$ cat src/rtl/mux_scan_nx1.sv
// N-input, W-bit multiplexer with a registered output, plus a round-robin scan mode.
// Scan mode holds each enabled channel for DWELL cycles and then moves to the next one.
module mux_scan_nx1 #(
    parameter int N     = 4,
    parameter int W     = 1,
    parameter int SW    = 2,
    parameter int DWELL = 4
) (
    input  logic             clk,
    input  logic             rst,
    input  logic [N*W-1:0]   x,
    input  logic [SW-1:0]    sel,
    input  logic             mode,
    input  logic             load,
    input  logic [N-1:0]     mask,
    output logic [SW-1:0]    ch,
    output logic [W-1:0]     y,
    output logic             valid,
    output logic             wrap
);

    localparam int             CW       = (DWELL > 1) ? $clog2(DWELL) : 1;
    localparam logic [CW-1:0]  CNT_LAST = CW'(DWELL - 1);
    localparam logic [SW:0]    N_EXT    = (SW + 1)'(N);

    logic [SW-1:0]  r_ch;
    logic [W-1:0]   r_y;
    logic           r_valid;
    logic           r_wrap;
    logic [CW-1:0]  r_cnt;

    logic [W-1:0]   w_chan [N];
    logic [2*N-1:0] w_dbl;
    logic [SW:0]    w_shamt;
    logic [2*N-1:0] w_rot;
    logic           w_found;
    logic [SW-1:0]  w_off;
    logic [SW:0]    w_sum;
    logic           w_wraps;
    logic [SW-1:0]  w_adv_ch;
    logic           w_sel_ok;
    logic [SW-1:0]  w_sel_ch;

    generate
        for (genvar gi = 0; gi < N; gi++) begin : g_chan
            assign w_chan[gi] = x[gi*W +: W];
        end
    endgenerate

    // Rotate the mask so bit i is the enable of channel ch+1+i (mod N).
    assign w_dbl   = {mask, mask};
    assign w_shamt = {1'b0, r_ch} + (SW + 1)'(1);
    assign w_rot   = w_dbl >> w_shamt;

    always_comb begin
        w_found = 1'b0;
        w_off   = '0;
        for (int i = N - 2; i >= 0; i--) begin
            if (w_rot[i]) begin
                w_found = 1'b1;
                w_off   = SW'(i);
            end
        end
    end

    // The search crossed channel N-1 exactly when the raw sum reaches N.
    assign w_sum    = {1'b0, r_ch} + (SW + 1)'(1) + {1'b0, w_off};
    assign w_wraps  = (w_sum >= N_EXT);
    assign w_adv_ch = w_wraps ? SW'(w_sum - N_EXT) : w_sum[SW-1:0];

    assign w_sel_ok = ({1'b0, sel} < N_EXT);
    assign w_sel_ch = w_sel_ok ? sel : r_ch;

    always_ff @(posedge clk) begin
        if (rst) begin
            r_ch    <= '0;
            r_y     <= '0;
            r_valid <= 1'b0;
            r_wrap  <= 1'b0;
            r_cnt   <= '0;
        end else begin
            r_y     <= w_chan[r_ch];
            r_valid <= mask[r_ch];
            if (!mode || load) begin
                r_ch   <= w_sel_ch;
                r_cnt  <= '0;
                r_wrap <= 1'b0;
            end else if (r_cnt != CNT_LAST) begin
                r_cnt  <= r_cnt + CW'(1);
                r_wrap <= 1'b0;
            end else begin
                r_cnt <= '0;
                if (w_found) begin
                    r_ch   <= w_adv_ch;
                    r_wrap <= w_wraps;
                end else begin
                    r_wrap <= 1'b0;
                end
            end
        end
    end

    assign ch    = r_ch;
    assign y     = r_y;
    assign valid = r_valid;
    assign wrap  = r_wrap;

endmodule
$ cat config.mk
export PLATFORM = sky130hd
export DESIGN_NAME = mux_scan_nx1
export DESIGN_NICKNAME = d
export VERILOG_FILES = /design/src/rtl/mux_scan_nx1.sv
export SDC_FILE = /design/constraint.sdc
export NUM_CORES = 1
export LEC_CHECK = 0
export ABC_AREA = 1
export BUFFER_PORTS_ARGS = -buffer_cell sky130_fd_sc_hd__buf_4
export CAP_MARGIN = 20
export CORE_AREA = 2 2 39 41
export CTS_CLUSTER_DIAMETER = 50
export DETAILED_ROUTE_END_ITERATION = 8
export DIE_AREA = 0 0 41 43
export PLACE_DENSITY = 0.66
export SLEW_MARGIN = 40
export SYNTH_ARGS = -nofsm -noshare
export SYNTH_HDL_FRONTEND = slang
export SYNTH_SLANG_ARGS = --single-unit
$ cat constraint.sdc
create_clock -name clk -period 2.6 [get_ports clk]
set_clock_uncertainty 0.05 [all_clocks]
set_input_delay 0.26 -clock clk [delete_from_list [all_inputs] [get_ports clk]]
set_output_delay 0.26 -clock clk [all_outputs]
set_load 0.05 [all_outputs]
==> results_tabular.tex <==
\begin{tabular}{lr}
\hline
Metric & Value \\
\hline
\multicolumn{2}{l}{\textbf{Pwr}} \\
\quad Switch share & 35.0\% \\
\quad Net switching power figure & 0.118 mW \\
\quad Internal Pwr Total & 0.219 mW \\
\quad Total power per unit cell area & 537 nW/um\^{}2 \\
\quad Proportion of power drawn by flip-flops and latches & 36.6\% \\
\quad Maximum resistive drop on vdd & 0.315 mV \\
\quad Power share of the clock group & 28.5\% \\
\quad Total power draw & 0.336 mW \\
\quad Static leakage power & 0.314 nW \\
\quad Combinational share of power & 34.9\% \\
\multicolumn{2}{l}{\textbf{Synth}} \\
\quad Syn\_nets & 86 \\
\quad Proportion of synthesized chip area in sequential cells & 31.5\% \\
\quad Number of flops mapped to enable cells by yosys & 0 \\
\quad Flops \& latches, synth & 7 \\
\quad Yosys cell types & 14 \\
\quad Ranking of synthesized cells by area & sky130\_fd\_sc\_hd\_\_dfxtp\_1, sky130\_fd\_sc\_hd\_\_nand2\_1, sky130\_fd\_sc\_hd\_\_nand3\_1 \\
\quad Number of instances in the synthesized netlist & 69 \\
\quad Yosys synthesis warning count & 0 \\
\quad Most instantiated library cell after synthesis & sky130\_fd\_sc\_hd\_\_nand2\_1 \\
\quad Async set or reset register ratio after synthesis & 0\% \\
\quad Combined area of all synthesized cells & 444 sq um \\
\quad Most common flop cell mapped by yosys & sky130\_fd\_sc\_hd\_\_dfxtp\_1 \\
\quad Fraction of post-synthesis cell area in the top cell type by area & 31.5\% \\
\quad Largest area contributor in the synthesized netlist & sky130\_fd\_sc\_hd\_\_dfxtp\_1 \\
\quad Leading post-synthesis cells by instance count & sky130\_fd\_sc\_hd\_\_nand2\_1, sky130\_fd\_sc\_hd\_\_nand3\_1, sky130\_fd\_sc\_hd\_\_nor2\_1 \\
\quad Mean Syn Cell Area & 6.44 sq um \\
\multicolumn{2}{l}{\textbf{Drt}} \\
\quad Drt first pass iters & 4 \\
\quad Via count & 505 \\
\quad Number of antenna-violating nets in the routed design & 0 \\
\quad Number of vias per cell after detailed routing & 4.72 \\
\quad Final routed DRC violation total & 0 \\
\quad Total wire length after detailed routing & 1.06 mm \\
\quad Initial DRC count & 7 \\
\quad Detailed-route wire length per cell & 9.94 microns \\
\multicolumn{2}{l}{\textbf{Timing}} \\
\quad Post-layout minimum cycle time & 2.01 ns \\
\quad Number of max-slew violations in the final report & 0 \\
\quad Number of endpoints with negative hold slack in the final report & 0 \\
\quad Worst slew margin relative to its limit & 72.5\% \\
\quad Unrepaired setup endpoints after global routing & false \\
\quad Transition time at the pin with the least slew margin & 0.411 ns \\
\quad Final sum of negative setup slack & 0 ns \\
\quad Highest attainable clock frequency & 0.497 GHz \\
\quad Final period util & 77.4\% \\
\quad Final number of setup-violating endpoints & 0 \\
\multicolumn{2}{l}{\textbf{Placed design}} \\
\quad Gpl congestion & 0.792 \\
\quad Count of buffers from port buffering & 18 \\
\quad HPWL reported at the end of detailed placement & 829 microns \\
\multicolumn{2}{l}{\textbf{Finish}} \\
\quad Antenna diode count & 0 \\
\quad \# nets final & 109 \\
\quad Filler instances & 144 \\
\quad Area grow syn2layout & 40.8\% \\
\quad Multi-input gate area in the final layout & 278 sq um \\
\quad Share of final-layout standard cells stronger than drive strength 1 & 27.5\% \\
\quad Sequential cell area & 140 sq um \\
\multicolumn{2}{l}{\textbf{Die}} \\
\quad Placement row count & 14 \\
\quad Area of the die & 1760 sq um \\
\quad Core box area & 1380 sq um \\
\quad Initial core utilization & 32.1\% \\
\quad Top-Level Pins & 19 \\
\quad DIE HEIGHT & 43 microns \\
\quad Horiz. Die Dim & 41 microns \\
\multicolumn{2}{l}{\textbf{Clock tree}} \\
\quad Level count of the clock H-tree & 1 \\
\quad Buffer type at the clock tree root & sky130\_fd\_sc\_hd\_\_clkbuf\_4 \\
\quad Total of cells resized after clock tree synthesis & 0 \\
\quad Worst-path clk slew & 0.05 ns \\
\quad Clock tree from TritonCTS & yes \\
\quad Number of buffers on the longest clock path & 2 \\
\quad CTS sink cnt & 7 \\
\quad Inserted Clock Buffers & 3 \\
\quad Post-cts hold buffer count & 0 \\
\quad Buffers inserted by post-CTS timing repair & 0 \\
\quad Worst skew pair latency & 0.25 ns \\
\multicolumn{2}{l}{\textbf{Worst setup path}} \\
\quad CP Data Arrival Time & 2.10 ns \\
\quad Worst flop-to-flop path startpoint & ch[0] \\
\quad Type of destination of the critical path & flop \\
\quad Data required, critical path & 2.69 ns \\
\quad First element of the critical path & ch[0] \\
\quad Worst setup SP type & flop \\
\quad Highest net fanout along the worst path & 8 \\
\quad Class of the most critical setup path & flop to flop \\
\multicolumn{2}{l}{\textbf{Global route}} \\
\quad Pin count of the biggest net entering global routing & 9 \\
\quad Total routing resource utilization after global routing & 14.1\% \\
\quad Via count of the first global-routing pass & 452 \\
\quad GR Overflow Total & 0 \\
\quad Wire length of the first global-routing pass & 1.69 mm \\
\quad Initial antenna violation count & 0 \\
\multicolumn{2}{l}{\textbf{Worst hold path}} \\
\quad Worst min-delay path startpoint & rst \\
\quad Worst min path class & input port to flop \\
\multicolumn{2}{l}{\textbf{Outcome}} \\
\quad Outcome & complete, no violations \\
\multicolumn{2}{l}{\textbf{Run}} \\
\quad Max-capacitance violation count & 0 \\
\hline
\end{tabular}
[layout make-up]
type | count | share of cell area, %
clock buffers | 4 | 4.20
repair buffers | 18 | 21.6
multi-input cells | 55 | 44.4
well taps | 16 | 3.20
flip-flops and latches | 7 | 22.4
inverters | 7 | 4.20
[sequential cells by signal, summed over array words and instances, names as in the netlist]
signal  cells
ch          2
r_cnt       2
valid       1
wrap        1
y           1
[layout by cell type, fill, tap and decap left out, drive strengths merged]
| cell | instances |
|---|---|
| nand2 | 20 |
| buf | 18 |
| dfxtp | 7 |
| ha | 2 |
| inv | 7 |
| nor3 | 1 |
| clkbuf | 4 |
| nand3 | 12 |
| fa | 1 |
| nand4 | 2 |
| a21oi | 1 |
| a31oi | 1 |
| nor2 | 11 |
| o21ai | 4 |
[power by group through the flow]
stage / logic, mW / registers [mW] / clock network (mW)
after detailed placement: 0.118 / 0.125 / 0
after global placement: 0.119 / 0.124 / 0
after floorplan: 0.0560 / 0.147 / 0
final: 0.117 / 0.123 / 0.0956
after global routing: 0.132 / 0.124 / 0.106
after CTS: 0.119 / 0.123 / 0.0996
[worst max-delay path, stage by stage, from the launching register on]
cell and delay, ns:
sky130_fd_sc_hd__dfxtp_1 0.46, sky130_fd_sc_hd__inv_2 0.13, sky130_fd_sc_hd__nand2_1 0.10, sky130_fd_sc_hd__nand3_1 0.08, sky130_fd_sc_hd__nand2_2 0.10, sky130_fd_sc_hd__nand3_1 0.08, sky130_fd_sc_hd__ha_1 0.20, sky130_fd_sc_hd__fa_1 0.48
sky130_fd_sc_hd__o21ai_0 0.08, sky130_fd_sc_hd__nor2_1 0.10, sky130_fd_sc_hd__nor2_1 0.05
[routing by layer]
layer / global-route usage, % / vias to the layer above / share of wire, %
li1: - / 271 / -
met1: 17.5 / 214 / 48
met2: 20.9 / 20 / 43
met3: 6.81 / 0 / 9.0
met4: 4.00 / 0 / 0
met5: 0 / - / 0
[final timing paths]
path | to | slack [ns] | cells past startpoint
max reg2reg | ch[1] | 0.59 | 10
min reg2reg | r_cnt[0] | 0.37 | 1
min | y | 0.13 | 2
max | ch[1] | 0.59 | 10
[per-stage QoR]
| step | util (%) | instance area [sq um] | hold slack, ns | setup slack [ns] | std cells |
|---|---|---|---|---|---|
| after floorplan | - | 444 | 0.279 | 0.341 | 69 |
| after global placement | 43.3 | 599 | 0.360 | 0.613 | 103 |
| after detailed placement | 43.3 | 599 | 0.360 | 0.590 | 103 |
| after CTS | 45.2 | 626 | 0.122 | 0.576 | 107 |
| after global routing | 45.2 | 626 | 0.120 | 0.417 | 107 |
| final | 45.2 | 626 | 0.127 | 0.588 | 107 |
[logic make-up (layout without fill, tap and decap cells)]
group           Yosys count  in the layout  synth area share [%]
compound gates            6              6                  7.04
flops                     7              7                  31.5
simple gates             46             46                  45.4
fa+ha+maj                 3              3                  10.1
buf+inv                   7             29                  5.91
No activity file was read; power rests on OpenSTA's default activity.
